===== src/rtl/pipeline_ctrl.sv =====
`default_nettype none
// ============================================================================
//  Module   : pipeline_ctrl
//  Purpose  : Consumer side of the hazard unit for a 5-stage (IF/ID/EX/MEM/WB)
//             pipeline. It takes the hazard, branch and jump verdicts and the
//             cache handshakes, and drives the per-latch enables and flushes,
//             the PC enable and the redirect select. It also latches HALT and
//             keeps the stall and flush performance counters.
//  Ports    : clk, rst (async, active-high)
//             hazard, branch, jump         - verdicts resolved in ID
//             ihit, dhit                   - fetch / data access complete
//             mem_req, mem_halt            - MEM-stage access / HALT in MEM
//             pc_en, pc_redirect           - PC update / take target
//             ifid_en/flush, idex_en/flush, exmem_en/flush, memwb_en
//             halted                       - sticky halt indication
//             stall_cnt, flush_cnt         - saturating event counters
//  Revision : 1.0 - initial release
// ============================================================================
module pipeline_ctrl #(
    parameter int CNTW = 32
) (
    input  logic            clk,
    input  logic            rst,
    input  logic            hazard,
    input  logic            branch,
    input  logic            jump,
    input  logic            ihit,
    input  logic            dhit,
    input  logic            mem_req,
    input  logic            mem_halt,
    output logic            pc_en,
    output logic            pc_redirect,
    output logic            ifid_en,
    output logic            ifid_flush,
    output logic            idex_en,
    output logic            idex_flush,
    output logic            exmem_en,
    output logic            exmem_flush,
    output logic            memwb_en,
    output logic            halted,
    output logic [CNTW-1:0] stall_cnt,
    output logic [CNTW-1:0] flush_cnt
);

    localparam logic [1:0] c_RUN     = 2'd0;
    localparam logic [1:0] c_MEMWAIT = 2'd1;
    localparam logic [1:0] c_HALT    = 2'd2;

    localparam logic [CNTW-1:0] c_CNT_MAX = {CNTW{1'b1}};
    localparam logic [CNTW-1:0] c_CNT_ONE = {{(CNTW-1){1'b0}}, 1'b1};

    logic [1:0]      r_state;
    logic [1:0]      w_next;
    logic            r_redir_pend;
    logic [CNTW-1:0] r_stall_cnt;
    logic [CNTW-1:0] r_flush_cnt;

    logic w_adv;
    logic w_go;
    logic w_redir;
    logic w_live;
    logic w_pend_set;

    assign w_adv   = mem_req ? dhit : ihit;
    assign w_redir = branch | jump;
    assign w_live  = (r_state == c_RUN) || (r_state == c_MEMWAIT);

    // The cycle that completes a data miss is treated exactly like a RUN cycle
    // in which the pipeline advances.
    assign w_go = ((r_state == c_RUN) && w_adv) ||
                  ((r_state == c_MEMWAIT) && dhit);

    // A redirect seen while frozen is remembered; the frozen latches keep the
    // branch/jump inputs stable, but the IF/ID flush must not be lost if a
    // hazard happens to win the advancing cycle.
    assign w_pend_set = w_live && !w_go && !hazard && w_redir;

    // ------------------------------------------------------------------
    // State register
    // ------------------------------------------------------------------
    always_ff @(posedge clk or posedge rst) begin
        if (rst) begin
            r_state <= c_RUN;
        end else begin
            r_state <= w_next;
        end
    end

    // ------------------------------------------------------------------
    // Next-state logic; mem_halt outranks every other event
    // ------------------------------------------------------------------
    always_comb begin
        w_next = r_state;
        case (r_state)
            c_RUN: begin
                if (mem_halt)                w_next = c_HALT;
                else if (mem_req && !dhit)   w_next = c_MEMWAIT;
                else                         w_next = c_RUN;
            end
            c_MEMWAIT: begin
                if (mem_halt)                w_next = c_HALT;
                else if (dhit)               w_next = c_RUN;
                else                         w_next = c_MEMWAIT;
            end
            c_HALT:                          w_next = c_HALT;
            default:                         w_next = c_RUN;
        endcase
    end

    // ------------------------------------------------------------------
    // Output logic; everything stays low while reset is asserted
    // ------------------------------------------------------------------
    always_comb begin
        pc_en       = 1'b0;
        pc_redirect = 1'b0;
        ifid_en     = 1'b0;
        ifid_flush  = 1'b0;
        idex_en     = 1'b0;
        idex_flush  = 1'b0;
        exmem_en    = 1'b0;
        exmem_flush = 1'b0;   // reserved for a future MEM-stage squash
        memwb_en    = 1'b0;
        halted      = (r_state == c_HALT) && !rst;

        if (!rst && w_go) begin
            if (hazard) begin
                // Hold PC and IF/ID, inject a bubble into ID/EX.
                idex_en    = 1'b1;
                idex_flush = 1'b1;
                exmem_en   = 1'b1;
                memwb_en   = 1'b1;
            end else if (w_redir) begin
                pc_en       = 1'b1;
                pc_redirect = 1'b1;
                ifid_en     = 1'b1;
                ifid_flush  = 1'b1;
                idex_en     = 1'b1;
                exmem_en    = 1'b1;
                memwb_en    = 1'b1;
            end else begin
                pc_en    = 1'b1;
                ifid_en  = 1'b1;
                idex_en  = 1'b1;
                exmem_en = 1'b1;
                memwb_en = 1'b1;
            end
            if (r_redir_pend) begin
                ifid_flush = 1'b1;
            end
        end
    end

    // ------------------------------------------------------------------
    // Pending redirect and saturating performance counters
    // ------------------------------------------------------------------
    always_ff @(posedge clk or posedge rst) begin
        if (rst) begin
            r_redir_pend <= 1'b0;
            r_stall_cnt  <= '0;
            r_flush_cnt  <= '0;
        end else begin
            if (w_go) begin
                r_redir_pend <= 1'b0;
            end else if (w_pend_set) begin
                r_redir_pend <= 1'b1;
            end

            if (w_go && hazard && (r_stall_cnt != c_CNT_MAX)) begin
                r_stall_cnt <= r_stall_cnt + c_CNT_ONE;
            end
            if (w_go && !hazard && w_redir && (r_flush_cnt != c_CNT_MAX)) begin
                r_flush_cnt <= r_flush_cnt + c_CNT_ONE;
            end
        end
    end

    assign stall_cnt = r_stall_cnt;
    assign flush_cnt = r_flush_cnt;

endmodule
`default_nettype wire

===== config.mk =====
export PLATFORM = sky130hd
export DESIGN_NAME = pipeline_ctrl
export DESIGN_NICKNAME = d
export VERILOG_FILES = /design/src/rtl/pipeline_ctrl.sv
export SDC_FILE = /design/constraint.sdc
export NUM_CORES = 1
export LEC_CHECK = 0
export CELL_PAD_IN_SITES_DETAIL_PLACEMENT = 0
export CELL_PAD_IN_SITES_GLOBAL_PLACEMENT = 1
export CORE_MARGIN = 2
export CORE_UTILIZATION = 39
export DETAILED_ROUTE_END_ITERATION = 7
export HOLD_SLACK_MARGIN = 0.03
export PLACE_DENSITY = 0.85
export SKIP_CTS_REPAIR_TIMING = 1
export SYNTH_ARGS = -nofsm -noshare
export SYNTH_HDL_FRONTEND = slang
export SYNTH_SLANG_ARGS = --single-unit
export TNS_END_PERCENT = 5

===== constraint.sdc =====
create_clock -name clk -period 3.7 [get_ports clk]
set_clock_uncertainty 0.2 [all_clocks]
set_input_delay 0.555 -clock clk [delete_from_list [all_inputs] [get_ports clk]]
set_output_delay 0.555 -clock clk [all_outputs]
set_load 0.05 [all_outputs]

==> summary.md, run 1 <==
| Metric | Value |
|---|---|
| Outcome | complete, no violations |
| Number of vias after detailed routing | 2731 |
| Critical Path Max Stage Delay | 440 ps |
| Area added between synthesis and finish | 29.5% |
| Commonest register cell after synthesis | sky130_fd_sc_hd__dfrtp_1 |
| Type of the setup path with the least slack | in2out |
| CTS tree | built |
| DRT iter0 DRCs | 70 |
| Least-Margin Pin Slew | 1080 ps |
| Stages on worst setup path | 6 |
| Share of the clock period used by the worst path | 0.794 |
| Mean post-synth cell area | 10.8 um^2 |
| Switching power | 0.000409 W |
| Number of enable-type register cells in the synthesized netlist | 0 |
| Lkg Pwr | 2.01 nW |
| Post-route ant nets | 0 |
| Final estimated routing congestion in global placement | 0.806 |
| Total gr overflow | 0 |
| Antenna diodes | 0 |
| Crit path cell chain | clkdlybuf4s50_1 > or3b_4 > a21o_1 > nand2b_1 > nor2_1 > buf_4 |
| Remaining design rule violation count | 0 |
| Register cell area after layout | 1680 um^2 |
| Post-route standard cell area excluding fillers | 4560 um^2 |
| Library cell with the highest instance count after synthesis | sky130_fd_sc_hd__dfrtp_1 |
| Floorplan die width | 99.1 um |
| Combinational Power Share | 0.094 |
| Total Routing Usage GR | 0.167 |
| Dominant cells by area after synthesis | sky130_fd_sc_hd__dfrtp_1, sky130_fd_sc_hd__xor2_1, sky130_fd_sc_hd__nor4_2 |
| Hold depth | 1 |
| Placed standard-cell area | 4390 um^2 |
| Average detailed-routed wire length per instance | 15.0 um |
| Total area of multi-input combinational cells | 1750 um^2 |
| Router iterations before antenna repair | 4 |
| Antenna violations before repair | 0 |
| Net total in the final layout | 417 |
| Share of the yosys chip area belonging to registers | 0.476 |
| Data arrival time at the worst-slack endpoint | 2180 ps |
| Clock network power share | 0.376 |
| Starting density of the core | 0.404 |
| Unrepaired setup endpoints after global routing | false |
| Pin count of the biggest net entering global routing | 68 |
| Post-synth top area cell | sky130_fd_sc_hd__dfrtp_1 |
| Vertical extent of the die | 99.1 um |
| Commonest cells in the netlist | sky130_fd_sc_hd__dfrtp_1, sky130_fd_sc_hd__xor2_1, sky130_fd_sc_hd__nand2_1 |
| Final total negative setup slack | 0 ps |
| Element type at the critical path end | output port |
| Required time of the critical path | 2940 ps |
| Rows | 34 |
| Die area | 9810 um^2 |
| Global-route wire length before repair | 13200 um |
| Root buffer cell | sky130_fd_sc_hd__clkbuf_8 |
| Hold crit path type | reg2reg |
| Number of failing setup endpoints in the final timing report | 0 |
| Depth of the CTS H-tree | 3 |
| Number of slew-limit violations in the final report | 0 |
| Post-synthesis net count | 337 |
| Final Hold Slack | 295 ps |
| Hold violation total from the final report | 0 |
| Mapped Area | 3520 um^2 |
| Clock slew at reported path FFs | 70 ps |
| Synthesis-stage register bit count | 67 |
| Worst-skew pair later-pin latency | 350 ps |
| Internal portion of total power | 0.00104 W |
| Area fraction of the dominant cell type after synthesis | 0.476 |
| Switching share of power | 0.282 |
| Clock tree buffer depth | 2 |
| Post-Synthesis Cells | 326 |
| Total wire length | 7790 um |
| Minimum clock period after layout | 2940 ps |
| Fraction of final layout cells sized beyond drive strength 1 | 0.141 |
| Sequential share of power | 0.530 |
| Peak supply drop | 0.126 mV |
| Length in cells of the worst reg-to-reg path | 6 |
| Via count of the first global-routing pass | 2691 |
| Peak fanout along the critical path | 5 |
| Top-level I/O count | 83 |
| Crit path launch type | input pin |
| Slew margin rel. | 0.280 |
| Number of unique standard cell types used by synthesis | 50 |
| Buffers and inverters on the worst path | 2 |
| Number of buffers created by CTS | 9 |
| Family of cells with the greatest summed delay on the critical path | simple AND/OR/NAND/NOR gates |
| Core area | 8720 um^2 |
| YS warnings | 0 |
| Fraction of registers with async set or reset after synthesis | 1.00 |
| Count of buffers inserted at the top-level ports | 81 |
| Maximum clock frequency | 340 MHz |
| # Max-Cap Violations | 0 |
| Sinks on the clock net | 67 |
| Vias/cell | 5.26 |
| Pwr per Cell Area | 317 nW/um^2 |
| Max stage delay cell, worst path | sky130_fd_sc_hd__clkdlybuf4s50_1 |
| Estimated wirelength of the detail-placed design | 5560 um |
| Filler cells | 790 |
[worst register-to-register path, delay by kind of cell, from the launching register on]
family / cells / cell delay (ps)
flops: 1 / 420
xor+xnor: 1 / 190
simple gates: 3 / 720
fa+ha+maj: 1 / 230
compound gates: 1 / 980
[flip-flops by register name, summed over array words and instances (netlist names)]
register      flops
stall_cnt        32
flush_cnt        32
r_redir_pend      1
r_state           2
[power by group through the flow]
stage                     clock network (W)  logic (W)  registers, W
after floorplan                           0  0.0000386      0.000829
after global placement                    0   0.000137      0.000783
after detailed placement                  0   0.000138      0.000783
after CTS                          0.000566   0.000138      0.000768
after global routing               0.000600   0.000146      0.000771
final                              0.000545   0.000136      0.000768
[through the flow]
| step | cells | utilization | power (W) | setup WS (ps) |
|---|---|---|---|---|
| global route | 519 | 0.523 | 0.00152 | 650 |
| CTS | 519 | 0.523 | 0.00147 | 762 |
| floorplan | 326 | - | 0.000867 | 364 |
| global placement | 503 | 0.503 | 0.000919 | 598 |
| finish | 519 | 0.523 | 0.00145 | 763 |
| detailed placement | 503 | 0.503 | 0.000921 | 547 |
[layout by cell type (no fill, tap or decap), drive strengths merged, types with 3 or more instances in the layout]
master / synthesis / layout
o21ai: 5 / 5
clkinvlp: 0 / 5
and3: 6 / 6
or3: 3 / 3
inv: 5 / 6
nand4: 21 / 21
nor3: 22 / 22
nand3: 20 / 20
buf: 12 / 10
nor4: 17 / 17
dfrtp: 67 / 67
clkbuf: 2 / 9
xnor2: 14 / 14
xor2: 46 / 46
nor2: 17 / 17
and4: 7 / 7
nand2: 31 / 31
clkdlybuf4s50: 0 / 73
and2: 4 / 4
[final cells by class]
cell class | instances | area share
inverter | 5 | 0.00494
timing repair buffer | 83 | 0.177
sequential | 67 | 0.367
clock buffer | 9 | 0.0271
multi-input combinational | 240 | 0.383
tap | 108 | 0.0296
clock inverter | 7 | 0.0115
[cells by family (layout without fill, tap and decap cells)]
group | count (synthesis) | after routing | share of synthesized area
buffers and inverters | 19 | 104 | 0.0309
and+or+nand+nor | 160 | 160 | 0.294
other | 1 | 1 | 0.00106
xor gates and xnor gates | 60 | 60 | 0.151
adders and majority gates | 2 | 2 | 0.00710
AOI/OAI and AO/OA | 16 | 16 | 0.0366
muxes | 1 | 1 | 0.00320
DFF | 67 | 67 | 0.476
[routing by layer]
metal	track usage	wire, um	vias up
li1	-	-	1310
met1	0.231	3710	1338
met2	0.252	3590	77
met3	0.0411	401	6
met4	0.0664	90	0
met5	0	0	-
[worst paths after layout]
| check | from | slack (ps) | endpoint |
|---|---|---|---|
| min in group asynchronous | rst | 690 | stall_cnt[27]$_DFFE_PP0P_ |
| hold reg to reg | flush_cnt[14]$_DFFE_PP0P_ | 300 | flush_cnt[14]$_DFFE_PP0P_ |
| max in group asynchronous | rst | 2040 | flush_cnt[26]$_DFFE_PP0P_ |
| setup / recovery | mem_req | 760 | pc_en |
| setup reg to reg | stall_cnt[0]$_DFFE_PP0P_ | 850 | stall_cnt[25]$_DFFE_PP0P_ |
| hold / removal | flush_cnt[14]$_DFFE_PP0P_ | 300 | flush_cnt[14]$_DFFE_PP0P_ |
(Power assumes the default switching activity.)
==> run 2, diff against run 1 <==
Clock period 3.7 ns to 2.9 ns, I/O delays scaled along.
==> summary.md, run 2 (same netlist as run 1, synthesis figures left out) <==
| Metric | Value |
|---|---|
| Family of cells with the greatest summed delay on the critical path | buffers and inverters |
| Estimated wirelength of the detail-placed design | 5620 um (+1.2%) |
| Starting density of the core | 0.404 (unchanged) |
| Outcome | complete, no violations |
| Filler cells | 781 (-1.1%) |
| Average detailed-routed wire length per instance | 15.3 um (+1.6%) |
| Core area | 8720 um^2 (unchanged) |
| Floorplan die width | 99.1 um (unchanged) |
| Peak fanout along the critical path | 5 (unchanged) |
| Die area | 9810 um^2 (unchanged) |
| Hold violation total from the final report | 0 (unchanged) |
| Antenna diodes | 0 (unchanged) |
| Net total in the final layout | 421 (+0.96%) |
| Pwr per Cell Area | 404 nW/um^2 (+27%) |
| Final Hold Slack | 292 ps (-3.35 ps) |
| Vertical extent of the die | 99.1 um (unchanged) |
| Clock tree buffer depth | 2 (unchanged) |
| Buffers and inverters on the worst path | 2 (unchanged) |
| Data arrival time at the worst-slack endpoint | 2090 ps (-90 ps) |
| Fraction of final layout cells sized beyond drive strength 1 | 0.147 (+0.00587) |
| Slew margin rel. | 0.422 (+0.142) |
| Post-route ant nets | 0 (unchanged) |
| Router iterations before antenna repair | 4 (unchanged) |
| Hold crit path type | reg2reg |
| Area added between synthesis and finish | 30.3% |
| Worst-skew pair later-pin latency | 350 ps (about the same) |
| Global-route wire length before repair | 13800 um (+4.4%) |
| Post-place setup slack | 31.6 ps (-515 ps) |
| Least-Margin Pin Slew | 866 ps (-214 ps) |
| Lkg Pwr | 2.04 nW (+1.5%) |
| Number of buffers created by CTS | 9 (unchanged) |
| Type of the setup path with the least slack | in2out |
| Via count of the first global-routing pass | 2738 (+1.7%) |
| Rows | 34 (unchanged) |
| Commonest non-fill, non-tap cells in the layout | sky130_fd_sc_hd__clkdlybuf4s50_1, sky130_fd_sc_hd__dfrtp_1, sky130_fd_sc_hd__xor2_1 |
| Remaining design rule violation count | 0 (unchanged) |
| Total wire length | 7980 um (+2.4%) |
| Final estimated routing congestion in global placement | 0.767 (-4.9%) |
| Root buffer cell | sky130_fd_sc_hd__clkbuf_8 |
| Number of vias after detailed routing | 2763 (+1.2%) |
| Top-level I/O count | 83 (unchanged) |
| Required time of the critical path | 2270 ps (-670 ps) |
| Depth of the CTS H-tree | 3 (unchanged) |
| Count of buffers inserted at the top-level ports | 81 (unchanged) |
| Critical Path Max Stage Delay | 450 ps (about the same) |
| Pin count of the biggest net entering global routing | 68 (unchanged) |
| Non-filler instance count after layout | 523 (+0.77%) |
| DRT iter0 DRCs | 83 (+19%) |
| Element type at the critical path end | output port |
| Minimum clock period after layout | 2730 ps |
| Crit path launch type | input pin |
| Maximum clock frequency | 367 MHz |
| Total gr overflow | 0 (unchanged) |
| Most common cell after layout, fill and taps aside | sky130_fd_sc_hd__clkdlybuf4s50_1 |
| Antenna violations before repair | 0 (unchanged) |
| Total Routing Usage GR | 0.173 (+0.00665) |
| Vias/cell | 5.28 (+0.40%) |
| Sinks on the clock net | 67 (unchanged) |
| Max stage delay cell, worst path | sky130_fd_sc_hd__clkdlybuf4s50_1 |
| Count of placed standard cells including taps | 507 (+0.80%) |
| Minimum setup slack in the final design | 175 ps (-588 ps) |
| Unrepaired setup endpoints after global routing | false |
| CTS tree | built |
| Number of slew-limit violations in the final report | 0 (unchanged) |
| Crit path cell chain | clkdlybuf4s50_1 > or3b_4 > a21o_1 > nand2b_1 > a21oi_1 > buf_4 |
| Number of failing setup endpoints in the final timing report | 0 (unchanged) |
| Peak supply drop | 0.197 mV (+56%) |
| # Max-Cap Violations | 0 (unchanged) |
| Share of the clock period used by the worst path | 0.940 |
| Clock slew at reported path FFs | 70 ps (about the same) |
-- run 2: report_power, final --
part           internal [W]  leakage, nW  switching [W]
sequential         0.000955        0.917      0.0000257
clock              0.000356       0.0905       0.000344
combinational     0.0000582         1.03       0.000116
total               0.00137         2.04       0.000486
-- run 2: cell type report --
cell class	instances	area, um^2	share of cell area
Multi-Input combinational cell	240	1750	0.381
Clock inverter	2	10.0	0.00218
Tap cell	108	135	0.0294
Inverter	5	22.5	0.00491
Sequential cell	67	1680	0.365
Clock buffer	14	163	0.0354
Timing Repair Buffer	87	833	0.182
-- run 2: per-layer routing --
metal	up-vias	global-route usage	routed length, um
met5	-	0	0
met4	0	0.0548	110
met3	10	0.0475	463
met2	74	0.257	3650
met1	1351	0.248	3750
li1	1328	-	-
-- run 2: worst paths after layout --
check	end	from	cells past startpoint	slack, ps
max in group asynchronous	stall_cnt[18]$_DFFE_PP0P_	rst	3	1340
setup reg to reg	stall_cnt[5]$_DFFE_PP0P_	stall_cnt[0]$_DFFE_PP0P_	7	400
hold / removal	stall_cnt[16]$_DFFE_PP0P_	stall_cnt[16]$_DFFE_PP0P_	1	290
min in group asynchronous	flush_cnt[30]$_DFFE_PP0P_	rst	3	560
setup / recovery	ifid_flush	mem_req	6	170
hold reg to reg	stall_cnt[16]$_DFFE_PP0P_	stall_cnt[16]$_DFFE_PP0P_	1	290
-- run 2: through the flow --
| stage | utilization | total power (W) | instance area (um^2) | setup TNS [ps] |
|---|---|---|---|---|
| 3_5_place_dp | 0.506 | 0.00117 | 4420 | 0 |
| 4_1_cts | 0.526 | 0.00187 | 4590 | 0 |
| 5_1_grt | 0.526 | 0.00193 | 4590 | 0 |
| 3_3_place_gp | 0.506 | 0.00117 | 4420 | 0 |
| 2_1_floorplan | - | 0.00111 | 3530 | -275 |
| 6_report | 0.526 | 0.00186 | 4590 | 0 |
